`config.mk`:
```
export PLATFORM = sky130hd
export DESIGN_NAME = aim_instruction_encoder_flat
export DESIGN_NICKNAME = d
export VERILOG_FILES = /design/src/rtl/aim_pkg.sv /design/src/rtl/aim_instruction_encoder_if.sv /design/src/rtl/aim_sync_fifo.sv /design/src/rtl/aim_instruction_encoder.sv /design/src/flat_wrapper.sv
export SDC_FILE = /design/constraint.sdc
export NUM_CORES = 1
export LEC_CHECK = 0
export CORE_ASPECT_RATIO = 1.2
export CORE_MARGIN = 4
export CORE_UTILIZATION = 50
export CTS_CLUSTER_DIAMETER = 80
export CTS_CLUSTER_SIZE = 20
export DETAILED_ROUTE_END_ITERATION = 12
export PLACE_DENSITY = 0.81
export SETUP_SLACK_MARGIN = 0.02
export SLEW_MARGIN = 20
export SYNTH_ARGS = -nofsm -noshare
export SYNTH_HDL_FRONTEND = slang
export SYNTH_SLANG_ARGS = --single-unit
```
`constraint.sdc`:
```
create_clock -name clk -period 5.3 [get_ports clk]
set_clock_uncertainty 0.05 [all_clocks]
set_input_delay 0.53 -clock clk [delete_from_list [all_inputs] [get_ports clk]]
set_output_delay 0.53 -clock clk [all_outputs]
set_load 0.005 [all_outputs]
```
`src/rtl/aim_pkg.sv`:
```
// Shared AIM instruction format definitions used by the encoder and the decoder.
// Holds the instruction class codes, the field bit positions, the packed
// instruction layout and the instruction-class legality check.
package aim_pkg;

    // Instruction classes; every other 4-bit value is illegal
    localparam logic [3:0] AIM_TYPE_AI  = 4'b0001;
    localparam logic [3:0] AIM_TYPE_GFX = 4'b0010;

    // Field bit positions within the 32-bit instruction word
    localparam int TYPE_MSB = 31;
    localparam int TYPE_LSB = 28;
    localparam int SUB_MSB  = 27;
    localparam int SUB_LSB  = 24;
    localparam int OP_MSB   = 23;
    localparam int OP_LSB   = 18;
    localparam int SRC_MSB  = 17;
    localparam int SRC_LSB  = 10;
    localparam int DST_MSB  = 9;
    localparam int DST_LSB  = 2;
    localparam int IMM_MSB  = 7;
    localparam int IMM_LSB  = 0;

    // Packed instruction view; operand holds either {dst,2'b00} or
    // {dst[7:6],imm} depending on how the word was built
    typedef struct packed {
        logic [3:0] itype;
        logic [3:0] subtype;
        logic [5:0] opcode;
        logic [7:0] src;
        logic [9:0] operand;
    } aim_instr_t;

    // True when the instruction class is one the decoder understands
    function automatic logic aim_is_legal(input logic [3:0] t);
        return (t == AIM_TYPE_AI) || (t == AIM_TYPE_GFX);
    endfunction

endpackage

```
`src/rtl/aim_instruction_encoder_if.sv`:
```
// Request/response bundle between the command front-end, the encoder and the
// instruction fetch path.
// Both sides use valid/ready: a beat transfers on the rising edge where valid
// and ready are both high; ready never depends on valid, and a producer keeps
// its payload stable while valid is high and ready is low.
interface aim_instruction_encoder_if;

    logic        req_valid;
    logic        req_ready;
    logic [3:0]  req_type;
    logic [3:0]  req_subtype;
    logic [5:0]  req_opcode;
    logic [7:0]  req_src;
    logic [7:0]  req_dst;
    logic [7:0]  req_imm;
    logic        req_use_imm;

    logic        out_valid;
    logic        out_ready;
    logic [31:0] out_instr;

    // Environment side: drives requests, consumes instructions
    modport master (
        output req_valid, req_type, req_subtype, req_opcode,
               req_src, req_dst, req_imm, req_use_imm, out_ready,
        input  req_ready, out_valid, out_instr
    );

    // Encoder side
    modport slave (
        input  req_valid, req_type, req_subtype, req_opcode,
               req_src, req_dst, req_imm, req_use_imm, out_ready,
        output req_ready, out_valid, out_instr
    );

endinterface

```
`src/rtl/aim_sync_fifo.sv`:
```
// Generic synchronous FIFO, DEPTH entries of W bits.
// Full/empty are derived from the occupancy count; pointers wrap naturally.
// flush clears the FIFO at the next edge and overrides any push/pop that cycle.
// Pushes while full and pops while empty are ignored internally.
module aim_sync_fifo #(
    parameter int DEPTH = 4,
    parameter int W     = 32,
    localparam int AW   = $clog2(DEPTH)
) (
    input  logic         clk,
    input  logic         rst_n,
    input  logic         push_i,
    input  logic         pop_i,
    input  logic         flush_i,
    input  logic [W-1:0] din_i,
    output logic [W-1:0] dout_o,
    output logic [AW:0]  occupancy_o,
    output logic         full_o,
    output logic         empty_o
);

    localparam logic [AW:0] FULL_CNT = (AW + 1)'(DEPTH);

    logic [W-1:0]  mem_q [DEPTH];
    logic [AW-1:0] wr_ptr_q, wr_ptr_d;
    logic [AW-1:0] rd_ptr_q, rd_ptr_d;
    logic [AW:0]   count_q, count_d;
    logic          do_push, do_pop;

    assign full_o      = (count_q == FULL_CNT);
    assign empty_o     = (count_q == '0);
    assign occupancy_o = count_q;
    assign dout_o      = mem_q[rd_ptr_q];

    assign do_push = push_i && !full_o && !flush_i;
    assign do_pop  = pop_i && !empty_o && !flush_i;

    // Next pointers and count; flush wins over any transfer
    always_comb begin
        wr_ptr_d = wr_ptr_q;
        rd_ptr_d = rd_ptr_q;
        count_d  = count_q;
        if (flush_i) begin
            wr_ptr_d = '0;
            rd_ptr_d = '0;
            count_d  = '0;
        end else begin
            if (do_push) wr_ptr_d = wr_ptr_q + AW'(1);
            if (do_pop)  rd_ptr_d = rd_ptr_q + AW'(1);
            case ({do_push, do_pop})
                2'b10:   count_d = count_q + (AW + 1)'(1);
                2'b01:   count_d = count_q - (AW + 1)'(1);
                default: count_d = count_q;
            endcase
        end
    end

    // Storage and pointer registers; storage is cleared so the head reads 0 after reset
    always_ff @(posedge clk or negedge rst_n) begin
        if (!rst_n) begin
            wr_ptr_q <= '0;
            rd_ptr_q <= '0;
            count_q  <= '0;
            for (int i = 0; i < DEPTH; i++) mem_q[i] <= '0;
        end else begin
            wr_ptr_q <= wr_ptr_d;
            rd_ptr_q <= rd_ptr_d;
            count_q  <= count_d;
            if (do_push) mem_q[wr_ptr_q] <= din_i;
        end
    end

endmodule

```
`src/rtl/aim_instruction_encoder.sv`:
```
// AIM instruction encoder: packs request fields into a 32-bit instruction,
// drops requests with an illegal class (pulsing err_illegal) and queues legal
// instructions in a small FIFO towards the instruction fetch path.
// Optional statistics counters are enabled with the AIM_ENC_STATS_EN macro.
// DEPTH must be a power of two and at least 2.
module aim_instruction_encoder
    import aim_pkg::*;
#(
    parameter int DEPTH = 4
`ifdef AIM_ENC_STATS_EN
    , parameter int CNT_W = 16
`endif
) (
    input  logic                     clk,
    input  logic                     rst_n,
    aim_instruction_encoder_if.slave bus,
    input  logic                     flush,
    output logic                     err_illegal,
    output logic [$clog2(DEPTH):0]   occupancy
`ifdef AIM_ENC_STATS_EN
    , output logic [CNT_W-1:0]       stat_issued
    , output logic [CNT_W-1:0]       stat_rejected
`endif
);

    // Build the instruction word; with an immediate, dst[5:0] is deliberately
    // overwritten by imm and only dst[7:6] survives in bits [9:8]
    function automatic logic [31:0] aim_pack(
        input logic [3:0] t,
        input logic [3:0] s,
        input logic [5:0] op,
        input logic [7:0] src,
        input logic [7:0] dst,
        input logic [7:0] imm,
        input logic       use_imm
    );
        logic [31:0] w;
        w = '0;
        w[TYPE_MSB:TYPE_LSB] = t;
        w[SUB_MSB:SUB_LSB]   = s;
        w[OP_MSB:OP_LSB]     = op;
        w[SRC_MSB:SRC_LSB]   = src;
        if (use_imm) begin
            w[DST_MSB:DST_MSB-1] = dst[7:6];
            w[IMM_MSB:IMM_LSB]   = imm;
        end else begin
            w[DST_MSB:DST_LSB] = dst;
        end
        return w;
    endfunction

    aim_instr_t enc_word;
    logic       fifo_full, fifo_empty;
    logic       req_xfer, req_legal, push, pop;
    logic       err_q, err_d;

    assign enc_word = aim_instr_t'(aim_pack(bus.req_type, bus.req_subtype, bus.req_opcode,
                                            bus.req_src, bus.req_dst, bus.req_imm,
                                            bus.req_use_imm));

    assign req_legal     = aim_is_legal(bus.req_type);
    assign bus.req_ready = !fifo_full && !flush;
    assign req_xfer      = bus.req_valid && bus.req_ready;
    assign push          = req_xfer && req_legal;
    assign bus.out_valid = !fifo_empty;
    assign pop           = !fifo_empty && bus.out_ready && !flush;
    assign err_d         = req_xfer && !req_legal;
    assign err_illegal   = err_q;

    aim_sync_fifo #(
        .DEPTH (DEPTH),
        .W     (32)
    ) u_fifo (
        .clk         (clk),
        .rst_n       (rst_n),
        .push_i      (push),
        .pop_i       (pop),
        .flush_i     (flush),
        .din_i       (enc_word),
        .dout_o      (bus.out_instr),
        .occupancy_o (occupancy),
        .full_o      (fifo_full),
        .empty_o     (fifo_empty)
    );

    // One-cycle error pulse following each dropped illegal request
    always_ff @(posedge clk or negedge rst_n) begin
        if (!rst_n) err_q <= 1'b0;
        else        err_q <= err_d;
    end

`ifdef AIM_ENC_STATS_EN
    logic [CNT_W-1:0] issued_q, issued_d;
    logic [CNT_W-1:0] rejected_q, rejected_d;

    // Saturating counters; flush does not clear them
    always_comb begin
        issued_d   = issued_q;
        rejected_d = rejected_q;
        if (pop && (issued_q != '1))     issued_d   = issued_q + CNT_W'(1);
        if (err_d && (rejected_q != '1)) rejected_d = rejected_q + CNT_W'(1);
    end

    // Statistics registers, cleared by reset only
    always_ff @(posedge clk or negedge rst_n) begin
        if (!rst_n) begin
            issued_q   <= '0;
            rejected_q <= '0;
        end else begin
            issued_q   <= issued_d;
            rejected_q <= rejected_d;
        end
    end

    assign stat_issued   = issued_q;
    assign stat_rejected = rejected_q;
`endif

endmodule

```
`src/flat_wrapper.sv`:
```
// flat-port wrapper written by rule: the top's interface ports become plain ports
module aim_instruction_encoder_flat import aim_pkg::*;
#(
    parameter int DEPTH = 4

)
  (clk, rst_n, flush, err_illegal, occupancy, bus_req_valid, bus_req_type, bus_req_subtype, bus_req_opcode, bus_req_src, bus_req_dst, bus_req_imm, bus_req_use_imm, bus_out_ready, bus_req_ready, bus_out_valid, bus_out_instr);
  aim_instruction_encoder_if bus_i ();
  input  logic clk;
  input  logic rst_n;
  input  logic flush;
  output logic err_illegal;
  output logic [$clog2(DEPTH):0] occupancy;
  input wire logic [$bits(bus_i.req_valid)-1:0] bus_req_valid;
  input wire logic [$bits(bus_i.req_type)-1:0] bus_req_type;
  input wire logic [$bits(bus_i.req_subtype)-1:0] bus_req_subtype;
  input wire logic [$bits(bus_i.req_opcode)-1:0] bus_req_opcode;
  input wire logic [$bits(bus_i.req_src)-1:0] bus_req_src;
  input wire logic [$bits(bus_i.req_dst)-1:0] bus_req_dst;
  input wire logic [$bits(bus_i.req_imm)-1:0] bus_req_imm;
  input wire logic [$bits(bus_i.req_use_imm)-1:0] bus_req_use_imm;
  input wire logic [$bits(bus_i.out_ready)-1:0] bus_out_ready;
  output wire logic [$bits(bus_i.req_ready)-1:0] bus_req_ready;
  output wire logic [$bits(bus_i.out_valid)-1:0] bus_out_valid;
  output wire logic [$bits(bus_i.out_instr)-1:0] bus_out_instr;
  assign bus_i.req_valid = bus_req_valid;
  assign bus_i.req_type = bus_req_type;
  assign bus_i.req_subtype = bus_req_subtype;
  assign bus_i.req_opcode = bus_req_opcode;
  assign bus_i.req_src = bus_req_src;
  assign bus_i.req_dst = bus_req_dst;
  assign bus_i.req_imm = bus_req_imm;
  assign bus_i.req_use_imm = bus_req_use_imm;
  assign bus_i.out_ready = bus_out_ready;
  assign bus_req_ready = bus_i.req_ready;
  assign bus_out_valid = bus_i.out_valid;
  assign bus_out_instr = bus_i.out_instr;
  aim_instruction_encoder #(.DEPTH(DEPTH)) u_core (.clk(clk), .rst_n(rst_n), .bus(bus_i), .flush(flush), .err_illegal(err_illegal), .occupancy(occupancy));
endmodule
```
Yosys cells after proc, flatten, opt, wreduce, memory -nomap -nowiden
Cells that the tools add are included.
{"block": "totals", "regBits": 136, "input_bits": 44}
{"block": "classes", "addsub": 4, "magnitude_cmp": 3, "n_eq_ne": 5, "muxes": 14, "n_bitwise": 2, "n_reduce_logical": 20}
{"op": "128-bit bitwise mux", "n": 1}
{"op": "32-bit 2-to-1 mux", "n": 3}
{"op": "32-bit binary-select mux with 2-bit select", "n": 1}
{"op": "32-bit demux with 2-bit select", "n": 1}
{"op": "1-bit logical AND", "n": 11}
{"op": "2-bit 2-to-1 mux", "n": 5}
{"op": "3-bit >= comparator (second input constant)", "n": 2}
{"op": "6-bit 2-to-1 mux", "n": 1}
{"op": "2-bit inverter with 3-bit output", "n": 2}
{"op": "3-bit case mux with 2 select lines", "n": 1}
{"op": "2-bit by 1-bit adder with 2-bit output (second input constant)", "n": 2}
{"op": "4-bit by 1-bit equality test with 1-bit output (second input constant)", "n": 1}
{"op": "4-bit by 2-bit equality test with 1-bit output (second input constant)", "n": 1}
{"op": "1-bit zero test", "n": 4}
{"op": "2-bit nonzero test", "n": 2}
{"op": "3-bit by 1-bit adder with 3-bit output (second input constant)", "n": 1}
{"op": "3-bit equality test (second input constant)", "n": 1}
{"op": "3-bit zero test", "n": 1}
{"op": "3-bit by 1-bit less-than comparator with 1-bit output (second input constant)", "n": 1}
{"op": "3-bit 2-to-1 mux", "n": 1}
{"op": "3-bit nonzero test", "n": 1}
{"op": "3-bit by 1-bit subtractor with 3-bit output (second input constant)", "n": 1}
{"op": "2-bit by 1-bit equality test with 1-bit output (second input constant)", "n": 1}
{"op": "2-bit equality test (second input constant)", "n": 1}
{"op": "1-bit logical OR", "n": 1}

Longest topological paths before layout
{"block": "logic_depth", "depth_word": 10, "ltp_mapped": 9, "depth_no_buf": 7}

Cells and area by module
A second synthesis with hierarchy kept.
{"block": "hier_totals", "hier_cells": 395, "area_unflattened_um2": 6271.0}
{"module": "aim_sync_fifo", "n_inst": 1, "cells_per_inst": 378, "area_each_um2": 6105.9, "seq_area_each_um2": 3378.2}
{"module": "aim_instruction_encoder", "n_inst": 1, "cells_per_inst": 17, "area_each_um2": 165.2, "seq_area_each_um2": 25.0}

Worst setup path after synthesis
No wires, ideal clock.
{"block": "synth_timing", "path_kind": "in2reg", "from": "input bus_req_type[3]", "to": "register u_core.u_fifo.count_q[2] (netlist: u_core.u_fifo.occupancy_o[2])", "setup_time_ns": 0.125, "arrival_time_ns": 2.744, "setup_slack_ns": 2.381, "cell_stages": 8, "n_path_buf": 1, "path_cell_list": "or2_2 a2111oi_4 clkbuf_1 nor3_1 fa_1 and2_1 mux2i_1 mux2_2"}
{"block": "synth_via", "elab_chain_cells": 8, "elab_cells_between_ends": 11, "classes_between": "eq/ne: 4; mux: 2; reduce/logical: 5"}
{"item": "start: declaration", "line_no": "flat_wrapper.sv:15", "text": "input wire logic [$bits(bus_i.req_type)-1:0] bus_req_type;"}
{"item": "4-bit by 1-bit equality test with 1-bit output or 4-bit by 2-bit equality test with 1-bit output (tied branches)", "line_no": "aim_pkg.sv:36", "text": "return (t == AIM_TYPE_AI) || (t == AIM_TYPE_GFX);"}
{"item": "1-bit logical OR (*)", "line_no": "aim_pkg.sv:36"}
{"item": "1-bit logical AND (*)", "line_no": "aim_instruction_encoder.sv:64", "text": "assign push = req_xfer && req_legal;"}
{"item": "1-bit logical AND (*) (2 in a row)", "line_no": "aim_sync_fifo.sv:35", "text": "assign do_push = push_i && !full_o && !flush_i;"}
{"item": "2-bit by 1-bit equality test with 1-bit output or 2-bit equality test (tied branches)", "line_no": "aim_sync_fifo.sv:50", "text": "case ({do_push, do_pop})"}
{"item": "3-bit case mux with 2 select lines", "line_no": "aim_sync_fifo.sv:50"}
{"item": "3-bit 2-to-1 mux", "line_no": "aim_sync_fifo.sv:43", "text": "if (flush_i) begin"}
{"item": "end signal: assignment", "line_no": "aim_sync_fifo.sv:68", "text": "count_q <= count_d;"}
{"item": "end: declaration", "line_no": "aim_sync_fifo.sv:27", "text": "logic [AW:0] count_q, count_d;"}
Every way passes the cells marked *; elsewhere a longest branch is shown, timed or not.
A chain may end at the register's enable or synchronous reset.

Worst setup path in the final report
{"block": "layout_timing", "from": "input flush", "to": "register u_core.u_fifo.mem_q[80] (netlist name)"}
{"block": "layout_via", "elab_chain_cells": 6}
{"item": "start: declaration", "line_no": "flat_wrapper.sv:11", "text": "input logic flush;"}
{"item": "1-bit zero test (*)", "line_no": "aim_sync_fifo.sv:35, aim_instruction_encoder.sv:62"}
{"item": "1-bit logical AND", "line_no": "aim_instruction_encoder.sv:62", "text": "assign bus.req_ready = !fifo_full && !flush;"}
{"item": "1-bit logical AND", "line_no": "aim_instruction_encoder.sv:63", "text": "assign req_xfer = bus.req_valid && bus.req_ready;"}
{"item": "1-bit logical AND", "line_no": "aim_instruction_encoder.sv:64"}
{"item": "1-bit logical AND", "line_no": "aim_sync_fifo.sv:35"}
{"item": "1-bit logical AND (*)", "line_no": "aim_sync_fifo.sv:35"}
{"item": "end signal: indexed assignment", "line_no": "aim_sync_fifo.sv:69", "text": "if (do_push) mem_q[wr_ptr_q] <= din_i;"}
{"item": "end: declaration", "line_no": "aim_sync_fifo.sv:24", "text": "logic [W-1:0] mem_q [DEPTH];"}
Marks and branches as above.

==> impl_metrics.py <==
metrics = {
    "critical_path": {
        "critPathBufInv": 1,
        "crit_slowest_cell": "a2111oi_4",
        "worst_ep_required_time_ps": 5530,
        "end_kind": "flip-flop",
        "worst_ep_arrival_time_ps": 3680,
        "start_kind": "primary input",
        "max_stage_delay_ps": 950,
        "path_cells": "clkdlybuf4s50_1 -> nand2b_1 -> a2111oi_4 -> nand2_2 -> mux2_2",
        "cp_max_fo": 31,
        "critPathKind": "in2reg",
        "path_delay_family": "simple AND/OR/NAND/NOR gates",
    },
    "cts": {
        "htree_levels": 4,
        "clk_path_buf_depth": 2,
        "cts_tree": "built",
        "clkLatencyLatePin_ps": 410,
        "cts_resized": 0,
        "holdBufCountCts": 0,
        "path_clk_slew_ps": 50,
        "cts_setup_buffers": 0,
        "cts-root-buf": "clkbuf_16",
        "cts_sinks": 136,
        "cts_buffers": 17,
    },
    "power": {
        "total_power_mw": 3.307,
        "seqPwrFrac": 0.378,
        "comb_power_share": 0.247,
        "power.leakage_nw": 3.511,
        "p_sw_mw": 0.7927,
        "switching_share": 0.2397,
        "vdd_drop_max_v": 0.0002303,
        "power_density_nw_per_um2": 434.5,
        "cell_internal_pwr_mw": 2.515,
        "clkPwrFrac": 0.375,
    },
    "global_routing": {
        "grt_util_met3": 0.05290,
        "grt_usage": 0.1883,
        "grt-ovfl-total": 0,
        "grt_util_met1": 0.2430,
        "met2_usage": 0.3067,
        "antenna_found_initial": 0,
        "grt.busiest_layer": "met2",
        "grt_pass1_vias": 3927,
        "grt_pass1_wl_um": 19950,
        "grt_max_degree": 73,
    },
    "yosys": {
        "ys.flop_type": "dfrtp_1",
        "syn_inst": 375,
        "yosysWarnings": 0,
        "yosysSeqAreaShare": 0.5645,
        "syn-num-nets": 424,
        "syn_avg_cell_area_um2": 16.08,
        "netlist_area_um2": 6028,
        "async_flop_share": 1.000,
        "synthDistinctLibCells": 26,
        "ys_seq_elements": 136,
        "synth_edf_count": 0,
    },
    "timing": {
        "slew_viol_final": 0,
        "setup_ws_ps": 1852,
        "hold_violations": 0,
        "finalSetupViolCount": 0,
        "tns_ps": 0,
        "fmax_mhz": 290.0,
        "min_period_ps": 3448,
        "post-route-period-util": 0.6506,
        "max_slew_margin": 0.3018,
        "tightestPinTransition_ps": 1047,
        "rsz0062_at_grt": "no",
    },
    "floorplan": {
        "die_y_um": 128.3,
        "rows": 43,
        "core_area_um2": 11670,
        "start_util": 0.5163,
        "die_area_um2": 13880,
        "chipWidth_um": 108.2,
        "ioPinCount": 82,
    },
    "layout": {
        "diodes": 0,
        "syn2layout_area_growth_pct": 26.28,
        "utilization": 0.6520,
        "drive_gt1_frac": 0.4274,
        "fin_cells": 625,
        "fill_cells": 810,
        "finalNetCount": 504,
    },
    "placed_design": {
        "post-place-ws_ps": 1440,
        "io_buffers": 81,
        "dpl.hpwl_um": 7321,
        "gp_congestion": 0.7651,
        "dpl.cell_count": 593,
    },
    "route": {
        "drc": 0,
        "wl_per_cell_um": 19.11,
        "num_vias": 3501,
        "ant_nets": 0,
        "drt-vias-per-instance": 5.602,
        "first_iter_violations": 166,
        "firstDrtPassIters": 4,
        "drt-total-wl_um": 11940,
    },
    "min_path": {
        "hold_path_class": "in2async",
    },
    "status": {
        "status": "completed",
    },
    "flow_run": {
        "maxCapViolCount": 0,
    },
}
[synthesized netlist by cell type (4+ instances only)]
master | instances | area share
dfrtp_1 | 136 | 0.56
mux2_2 | 124 | 0.23
mux4_2 | 32 | 0.12
clkbuf_1 | 15 | 0.0093
and2_1 | 11 | 0.011
nor2_1 | 8 | 0.0050
buf_1 | 6 | 0.0037
a21oi_1 | 5 | 0.0042
a31oi_1 | 4 | 0.0042
ha_1 | 4 | 0.0083
nand2_1 | 4 | 0.0025
[worst paths after layout]
| kind | slack, ps | start | to | cells after the start |
|---|---|---|---|---|
| max reg2reg | 2210 | u_core.u_fifo.occupancy_o[0]$_DFFE_PN0P_ | u_core.u_fifo.mem_q[80]$_DFFE_PN0P_ | 4 |
| min in group clk | 440 | u_core.u_fifo.mem_q[94]$_DFFE_PN0P_ | u_core.u_fifo.mem_q[94]$_DFFE_PN0P_ | 1 |
| max in group asynchronous | 3760 | rst_n | u_core.u_fifo.rd_ptr_q[0]$_DFFE_PN0P_ | 2 |
| min reg2reg | 440 | u_core.u_fifo.mem_q[94]$_DFFE_PN0P_ | u_core.u_fifo.mem_q[94]$_DFFE_PN0P_ | 1 |
| max | 1850 | flush | u_core.u_fifo.mem_q[80]$_DFFE_PN0P_ | 5 |
| min | 50 | rst_n | u_core.u_fifo.mem_q[33]$_DFFE_PN0P_ | 1 |
[cell type report]
| cell class | instances | area (um2) | area share |
|---|---|---|---|
| Sequential cell | 136 | 3406 | 0.4474 |
| Multi-Input combinational cell | 213 | 2531 | 0.3325 |
| Timing Repair Buffer | 85 | 842.1 | 0.1106 |
| Clock buffer | 19 | 452.9 | 0.05950 |
| Tap cell | 157 | 196.4 | 0.02581 |
| Clock inverter | 13 | 176.4 | 0.02318 |
| Inverter | 2 | 7.507 | 0.0009862 |
[state kept, by name, summed over array words and instances (netlist names)]
register and flops:
u_core.err_illegal 1, u_core.u_fifo.mem_q 128, u_core.u_fifo.rd_ptr_q 2, u_core.u_fifo.wr_ptr_q 2
u_core.u_fifo.occupancy_o 3
[power groups by stage]
stage | registers [mW] | clock network, mW | logic (mW)
finish | 1.25 | 1.24 | 0.817
global placement | 1.26 | 0 | 0.812
floorplan | 1.21 | 0 | 0.447
CTS | 1.25 | 1.26 | 0.834
detailed placement | 1.27 | 0 | 0.828
global route | 1.27 | 1.30 | 0.883
[per-stage QoR]
stage | hold WS [ps] | instance area (um2)
floorplan | 184.4 | 6028
global placement | 413.8 | 6983
detailed placement | 416.8 | 6983
CTS | 62.47 | 7612
global route | 77.67 | 7612
finish | 51.26 | 7612
[layer usage]
metal	routed length, um	vias to the layer above
li1	-	1545
met1	5042	1863
met2	6171	81
met3	581	12
met4	146	0
met5	0	-
[cell families (layout without fill, tap and decap cells)]
family	after synthesis	count (layout)	share of synthesized area
muxes	159	159	0.3562
buffers and inverters	26	119	0.01681
xor gates and xnor gates	5	5	0.007266
DFF	136	136	0.5645
AOI/OAI and AO/OA	12	12	0.01577
and+or+nand+nor	32	32	0.02781
adders and majority gates	5	5	0.01162
[placed cells by master (no fill, tap or decap), types with 4 or more instances in the layout]
master,instances
clkdlybuf4s50_1,80
buf_4,4
dfrtp_1,134
bufinv_16,4
nor2_1,8
a21oi_1,5
mux2_2,124
clkinv_2,5
ha_1,4
mux4_2,32
and2_1,11
a31oi_1,4
clkbuf_16,17
Power figures use the tool's default switching activity.
